$ cat src/rtl/axi_rd_arbiter.sv
// Two-requester AXI3 read arbiter: round-robin grant of a single outstanding
// burst onto a shared AR/R channel, with sticky beat-count protocol error flag.
module axi_rd_arbiter #(
    parameter int         DATA_WIDTH = 32,
    parameter logic [3:0] S0_ARID    = 4'd0,
    parameter logic [3:0] S1_ARID    = 4'd1
) (
    input  logic                  clk,
    input  logic                  rst,
    input  logic                  s0_arvalid,
    input  logic [31:0]           s0_araddr,
    input  logic [3:0]            s0_arlen,
    output logic                  s0_arready,
    output logic                  s0_rvalid,
    output logic [DATA_WIDTH-1:0] s0_rdata,
    output logic                  s0_rlast,
    input  logic                  s0_rready,
    input  logic                  s1_arvalid,
    input  logic [31:0]           s1_araddr,
    input  logic [3:0]            s1_arlen,
    output logic                  s1_arready,
    output logic                  s1_rvalid,
    output logic [DATA_WIDTH-1:0] s1_rdata,
    output logic                  s1_rlast,
    input  logic                  s1_rready,
    output logic                  m_arvalid,
    output logic [31:0]           m_araddr,
    output logic [3:0]            m_arlen,
    output logic [3:0]            m_arid,
    output logic [2:0]            m_arsize,
    output logic [1:0]            m_arburst,
    input  logic                  m_arready,
    input  logic                  m_rvalid,
    input  logic [DATA_WIDTH-1:0] m_rdata,
    input  logic                  m_rlast,
    output logic                  m_rready,
    output logic                  proto_err
);

    typedef enum logic [1:0] {
        ST_IDLE = 2'd0,
        ST_ADDR = 2'd1,
        ST_DATA = 2'd2
    } state_t;

    state_t      state_r;
    logic        owner_r;
    logic        last_grant_r;
    logic [3:0]  beat_cnt_r;
    logic        m_arvalid_r;
    logic [31:0] m_araddr_r;
    logic [3:0]  m_arlen_r;
    logic [3:0]  m_arid_r;
    logic        proto_err_r;

    logic        grant0_s;
    logic        grant1_s;
    logic        in_data_s;
    logic        m_rready_s;
    logic        r_hs_s;

    // Round-robin grant, only offered while idle and out of reset
    always_comb begin
        grant0_s = 1'b0;
        grant1_s = 1'b0;
        if ((state_r == ST_IDLE) && !rst) begin
            if (s0_arvalid && s1_arvalid) begin
                if (last_grant_r) begin
                    grant0_s = 1'b1;
                end else begin
                    grant1_s = 1'b1;
                end
            end else if (s0_arvalid) begin
                grant0_s = 1'b1;
            end else if (s1_arvalid) begin
                grant1_s = 1'b1;
            end else begin
                grant0_s = 1'b0;
                grant1_s = 1'b0;
            end
        end else begin
            grant0_s = 1'b0;
            grant1_s = 1'b0;
        end
    end

    // R-channel routing to the burst owner; nothing passes outside DATA
    always_comb begin
        in_data_s  = (state_r == ST_DATA);
        m_rready_s = 1'b0;
        if (in_data_s) begin
            if (owner_r) begin
                m_rready_s = s1_rready;
            end else begin
                m_rready_s = s0_rready;
            end
        end else begin
            m_rready_s = 1'b0;
        end
        r_hs_s = m_rvalid && m_rready_s;
    end

    assign s0_arready = grant0_s;
    assign s1_arready = grant1_s;
    assign s0_rvalid  = in_data_s && !owner_r && m_rvalid;
    assign s0_rlast   = in_data_s && !owner_r && m_rlast;
    assign s1_rvalid  = in_data_s && owner_r && m_rvalid;
    assign s1_rlast   = in_data_s && owner_r && m_rlast;
    assign s0_rdata   = m_rdata;
    assign s1_rdata   = m_rdata;
    assign m_rready   = m_rready_s;
    assign m_arvalid  = m_arvalid_r;
    assign m_araddr   = m_araddr_r;
    assign m_arlen    = m_arlen_r;
    assign m_arid     = m_arid_r;
    assign m_arsize   = 3'b010;
    assign m_arburst  = 2'b01;
    assign proto_err  = proto_err_r;

    // Burst FSM: capture request, present AR, count beats until rlast
    always_ff @(posedge clk or posedge rst) begin
        if (rst) begin
            state_r      <= ST_IDLE;
            owner_r      <= 1'b0;
            last_grant_r <= 1'b1;
            beat_cnt_r   <= 4'd0;
            m_arvalid_r  <= 1'b0;
            m_araddr_r   <= 32'd0;
            m_arlen_r    <= 4'd0;
            m_arid_r     <= 4'd0;
            proto_err_r  <= 1'b0;
        end else begin
            case (state_r)
                ST_IDLE: begin
                    if (grant0_s || grant1_s) begin
                        state_r      <= ST_ADDR;
                        owner_r      <= grant1_s;
                        last_grant_r <= grant1_s;
                        beat_cnt_r   <= 4'd0;
                        m_arvalid_r  <= 1'b1;
                        m_araddr_r   <= grant1_s ? s1_araddr : s0_araddr;
                        m_arlen_r    <= grant1_s ? s1_arlen : s0_arlen;
                        m_arid_r     <= grant1_s ? S1_ARID : S0_ARID;
                    end
                end
                ST_ADDR: begin
                    if (m_arready) begin
                        m_arvalid_r <= 1'b0;
                        state_r     <= ST_DATA;
                    end
                end
                ST_DATA: begin
                    if (r_hs_s) begin
                        beat_cnt_r <= beat_cnt_r + 4'd1;
                        if (m_rlast) begin
                            state_r <= ST_IDLE;
                            if (beat_cnt_r != m_arlen_r) begin
                                proto_err_r <= 1'b1;
                            end
                        end else if (beat_cnt_r == m_arlen_r) begin
                            // Final beat arrived without rlast: flag it, wait for rlast
                            proto_err_r <= 1'b1;
                        end
                    end
                end
                default: begin
                    state_r     <= ST_IDLE;
                    m_arvalid_r <= 1'b0;
                end
            endcase
        end
    end

    axi_rd_arbiter_chk u_chk (
        .clk       (clk),
        .rst       (rst),
        .in_data   (in_data_s),
        .s0_arready(grant0_s),
        .s1_arready(grant1_s),
        .s0_rvalid (s0_rvalid),
        .s1_rvalid (s1_rvalid),
        .m_rready  (m_rready_s),
        .m_arvalid (m_arvalid_r),
        .m_arready (m_arready),
        .m_araddr  (m_araddr_r)
    );

endmodule

// Invariant checker for the arbiter handshakes.
module axi_rd_arbiter_chk (
    input logic        clk,
    input logic        rst,
    input logic        in_data,
    input logic        s0_arready,
    input logic        s1_arready,
    input logic        s0_rvalid,
    input logic        s1_rvalid,
    input logic        m_rready,
    input logic        m_arvalid,
    input logic        m_arready,
    input logic [31:0] m_araddr
);

    logic        stall_r;
    logic [31:0] addr_r;

    // Remember a pending, unaccepted AR so its stability can be checked
    always_ff @(posedge clk or posedge rst) begin
        if (rst) begin
            stall_r <= 1'b0;
            addr_r  <= 32'd0;
        end else begin
            stall_r <= m_arvalid && !m_arready;
            addr_r  <= m_araddr;
        end
    end

    // Handshake invariants sampled on every active edge
    always @(posedge clk) begin
        if (!rst) begin
            assert (!(s0_arready && s1_arready));
            assert (!(s0_rvalid && s1_rvalid));
            assert (in_data || (!m_rready && !s0_rvalid && !s1_rvalid));
            assert (!stall_r || (m_arvalid && (m_araddr == addr_r)));
        end
    end

endmodule

$ cat config.mk
export PLATFORM = sky130hd
export DESIGN_NAME = axi_rd_arbiter
export DESIGN_NICKNAME = d
export VERILOG_FILES = /design/src/rtl/axi_rd_arbiter.sv
export SDC_FILE = /design/constraint.sdc
export NUM_CORES = 1
export LEC_CHECK = 0
export CORE_MARGIN = 8
export CORE_UTILIZATION = 35
export CTS_CLUSTER_DIAMETER = 100
export DETAILED_ROUTE_END_ITERATION = 16
export DONT_BUFFER_PORTS = 1
export GPL_TIMING_DRIVEN = 0
export PLACE_DENSITY_LB_ADDON = 0.2
export SYNTH_ARGS = -nofsm -noshare
export SYNTH_HDL_FRONTEND = slang
export SYNTH_SLANG_ARGS = --single-unit
$ cat constraint.sdc
create_clock -name clk -period 4.3 [get_ports clk]
set_input_delay 0.86 -clock clk [delete_from_list [all_inputs] [get_ports clk]]
set_output_delay 0.86 -clock clk [all_outputs]
set_load 0.05 [all_outputs]
==> run summary <==
The flow ran to the end, and the final reports show no timing, DRC or antenna violations. Cell class contributing the biggest share of worst-path delay: simple AND/OR/NAND/NOR gates. After detailed routing, the total wire length is 7930 um. For the maximum operating frequency, the log shows 0.356 GHz. In the final layout, the share of cells above drive strength 1 is 34.5%. The number of buffer and inverter stages on the critical path came out at 0. The headroom to the max-slew limit is 36.8%, and the vias per cell is 4.99.

TritonCTS built the clock tree. The port buffer count works out to 0. The global-route usage over all layers came out at 13.7%. The logs give 0 for the post-CTS setup buffer count and 0.00720 ns for the clock skew after layout. Summed over all layers, the global routing overflow is 0. Along the worst path, the maximum fanout reaches 8. The cell count after synthesis came out at 269. Relative to the synthesized area, the layout overhead comes to 9.27%.

During I/O placement, the number of pins put on the boundary was 231. The path type of the worst min-delay path is input pin to asynchronous set/reset pin. Most common cell in the netlist: buf_4.

The detailed router finished its first iteration with 43 violations. For this block, the via count after detailed routing is 1928. The detail route stage leaves a number of antenna-violating nets equal to 0. In the routed design, unresolved DRC markers number 0.

Once layout is done, the placed cells without fillers occupy 3020 um^2. The floorplan has 32 rows. The root buffer cell was clkbuf_8.

The most repeated library cell on the critical path is nor2b_1. The power per cell area works out to 831 nW/um^2. At the worst endpoint, the required time is 3.44 ns.

The critical path in this run is classified as register to output pin. The analysis attributes to cell leakage a power of 1.58 nW. The cell internal power dissipation is 1.09 mW. Walking the worst path, the cells encountered are nor2b_1 -> nor2b_1. For this run, the leading register cell type out of synthesis is dfrtp_1. Setup repair after global routing left no endpoint under its margin. Setup violations remaining at the end of the flow were counted as 0. The via count of the first global-routing pass is 2242, and the average wire per cell in the routed design is 20.5 um. The part of the power in registers was 57.5%. The type of element capturing the critical path is an output pin.

STA classifies the critical path startpoint as a register. After synthesis the netlist holds a flip-flop and latch count of 46. The average instance in the mapped netlist occupies 10.3 um^2. The initial antenna violation count is 0, and the final HPWL from detailed placement is 6550 um. The cell area after synthesis is 2770 um^2, and the number of inserted diodes is 0.

The clock net in this run drives a total of 46 sinks. In the final design database the tool counted 397 nets. The run gives 5 as the CTS buffer count. Net switching is 56.8% of the power.

The clock-pin slew of the registers on the worst-case setup and hold paths is 0.08 ns. The number of hold buffers added after CTS was 0. The number of max-slew violations in the final report was 0; the worst vdd rail ir drop was 389 uV. The logs give 36.0% for the starting density of the core and 41.6% for the sequential fraction of the synthesis area. The tools report the yosys synthesis warning count as 0. The run gives 34 as the number of distinct library cells after synthesis.

For the pin with the worst max-slew slack, the measured transition is 0.946 ns. The longest clock path from root to sink contains 2 buffers. The tools report the final standard cell count with taps included and fillers excluded as 386. Gates resized during post-CTS repair numbered 0. The floorplan die height was 105 um; the number of cells in the design after placement was 378. The final RePlAce weighted congestion was 0.711; the global-route wire length before repair was 12300 um. For this run, the detailed router's first-pass iteration total came to 4.

The run gives 34 as the maximum number of pins on one net before global-route repair. The slowest stage of the critical path is the nor2b_1 cell. Counting instances in the post-synthesis netlist gives the leading cell types as 73 x buf_4, 45 x dfrtp_1, 28 x a21o_1. In this run, the combinational gates consume 31.9% of the power. The largest incremental delay on the critical path was 0.81 ns; the clock network power share was 10.5%. The data arrival time of the worst path was 1.95 ns; the post-synthesis async set-or-reset flop share was 100%.

The run gives 0.30 ns as the clock latency reported for the late side of the worst-skew pair. Total power for the finished layout comes to 2.51 mW. After routing, the total negative slack on setup checks comes to 0 ns. CTS built an H-tree with a depth of 2.

The number of hold violations in the final report was 0. The clock period could shrink to 2.81 ns. The synthesized design contains 0 enable-type register cells. The worst path uses 65.3% of the clock period. The floorplan step defined a die boundary enclosing 11000 um^2. The die is 105 um wide.

Largest area contributor in the netlist: dfrtp_1. The synthesized design devotes to its leading area cell type 40.7% of total area. In the post-synthesis netlist, the biggest area contributors are dfrtp_1 41%, buf_4 20%, a22o_1 8.5%, a21o_1 7.6%, mux2i_1 4.7%. For the cell area after placement, the log shows 2940 um^2. The core region is 7690 um^2. The count of max-cap constraint violations was 0. Summed over all nets, the switching power comes to 1.43 mW.
-- kinds of logic after synthesis --
| kind of cell | share of synthesized area (%) |
|---|---|
| adders and majority gates | 0.452 |
| buffers and inverters | 23.7 |
| DFF | 41.6 |
| other | 0.271 |
| xor gates and xnor gates | 1.58 |
| and+or+nand+nor | 7.14 |
| muxes | 5.52 |
| AOI/OAI and AO/OA | 19.7 |
-- state kept, by name (all words and copies together) (netlist names) --
register	flops
m_araddr	32
beat_cnt_r	4
m_arlen	4
state_r	2
last_grant_r	1
m_arvalid	1
owner_r	1
proto_err	1
-- metal layers --
metal / global-route usage, % / wire length [um] / share of wire [%] / vias to the layer above
li1: - / - / - / 874
met1: 13.1 / 2660 / 34 / 909
met2: 23.6 / 3930 / 50 / 139
met3: 9.21 / 1280 / 16 / 6
met4: 3.36 / 64 / 0.81 / 0
met5: 0 / 0 / 0 / -
-- power by group through the flow --
stage	clock (mW)	sequential [mW]	combinational (mW)
after global placement	0	1.47	0.799
after CTS	0.281	1.46	0.816
after floorplan	0	1.39	0.717
after detailed placement	0	1.46	0.817
final	0.265	1.45	0.802
after global routing	0.296	1.48	0.877
-- layout make-up --
type | count | area, um^2
clock inverter | 2 | 13.8
clock buffer | 6 | 72.6
timing repair buffer | 1 | 20.0
sequential | 46 | 1150
tap | 102 | 128
buffer | 86 | 652
fill | 771 | 4660
inverter | 1 | 3.75
multi-input combinational | 142 | 982
-- layout by cell type, fill, tap and decap left out --
cell type,Yosys,routed
a21o_1,28,28
a22o_1,27,27
and3_1,3,3
buf_1,1,1
buf_12,1,2
buf_2,4,4
buf_4,73,73
buf_6,3,3
buf_8,1,1
clkbuf_1,3,4
clkbuf_8,0,5
clkinv_2,0,1
clkinv_4,0,1
conb_1,2,8
dfrtp_1,45,45
dfstp_2,1,1
ha_1,1,1
inv_2,0,1
mux2_2,2,2
mux2i_1,13,13
nand2_1,21,21
nand3_1,2,2
nand3b_1,1,1
nand4_1,1,1
nand4b_1,1,1
nor2_1,6,6
nor2_4,1,1
nor2b_1,3,3
nor3_1,1,1
nor3_2,1,1
o21a_1,1,1
o21ai_0,6,6
o21ai_1,7,7
o21ai_2,1,1
o21ba_2,1,1
o21bai_1,1,1
xnor2_1,5,5
-- through the flow --
step	setup WS (ns)	util (%)	hold WS [ns]
after floorplan	1.73	-	0.494
after global placement	1.49	38.0	0.498
after detailed placement	1.48	38.2	0.502
after global routing	1.31	39.3	0.397
final	1.49	39.3	0.400
after CTS	1.47	39.3	0.402
-- path summary, 6_finish.rpt --
check	startpoint	end	slack (ns)	depth (start not counted)
worst min-delay path	rst	beat_cnt_r[1]	0.40	1
worst max-delay path	state_r[0]	m_rready	1.49	2
min in group clk	last_grant_r	last_grant_r	0.51	1
worst min register to register	last_grant_r	last_grant_r	0.51	1
worst max register to register	state_r[0]	m_araddr[12]	2.46	7
max in group asynchronous	rst	last_grant_r	3.35	2
-- worst register-to-register path: stages (launching register included) --
cell and delay (ns):
dfrtp_1 0.48, nor3_2 0.28, and3_1 0.22, buf_6 0.13, buf_8 0.14, buf_12 0.18, mux2i_1 0.22, o21ai_1 0.07
Power figures use the tool's default switching activity.
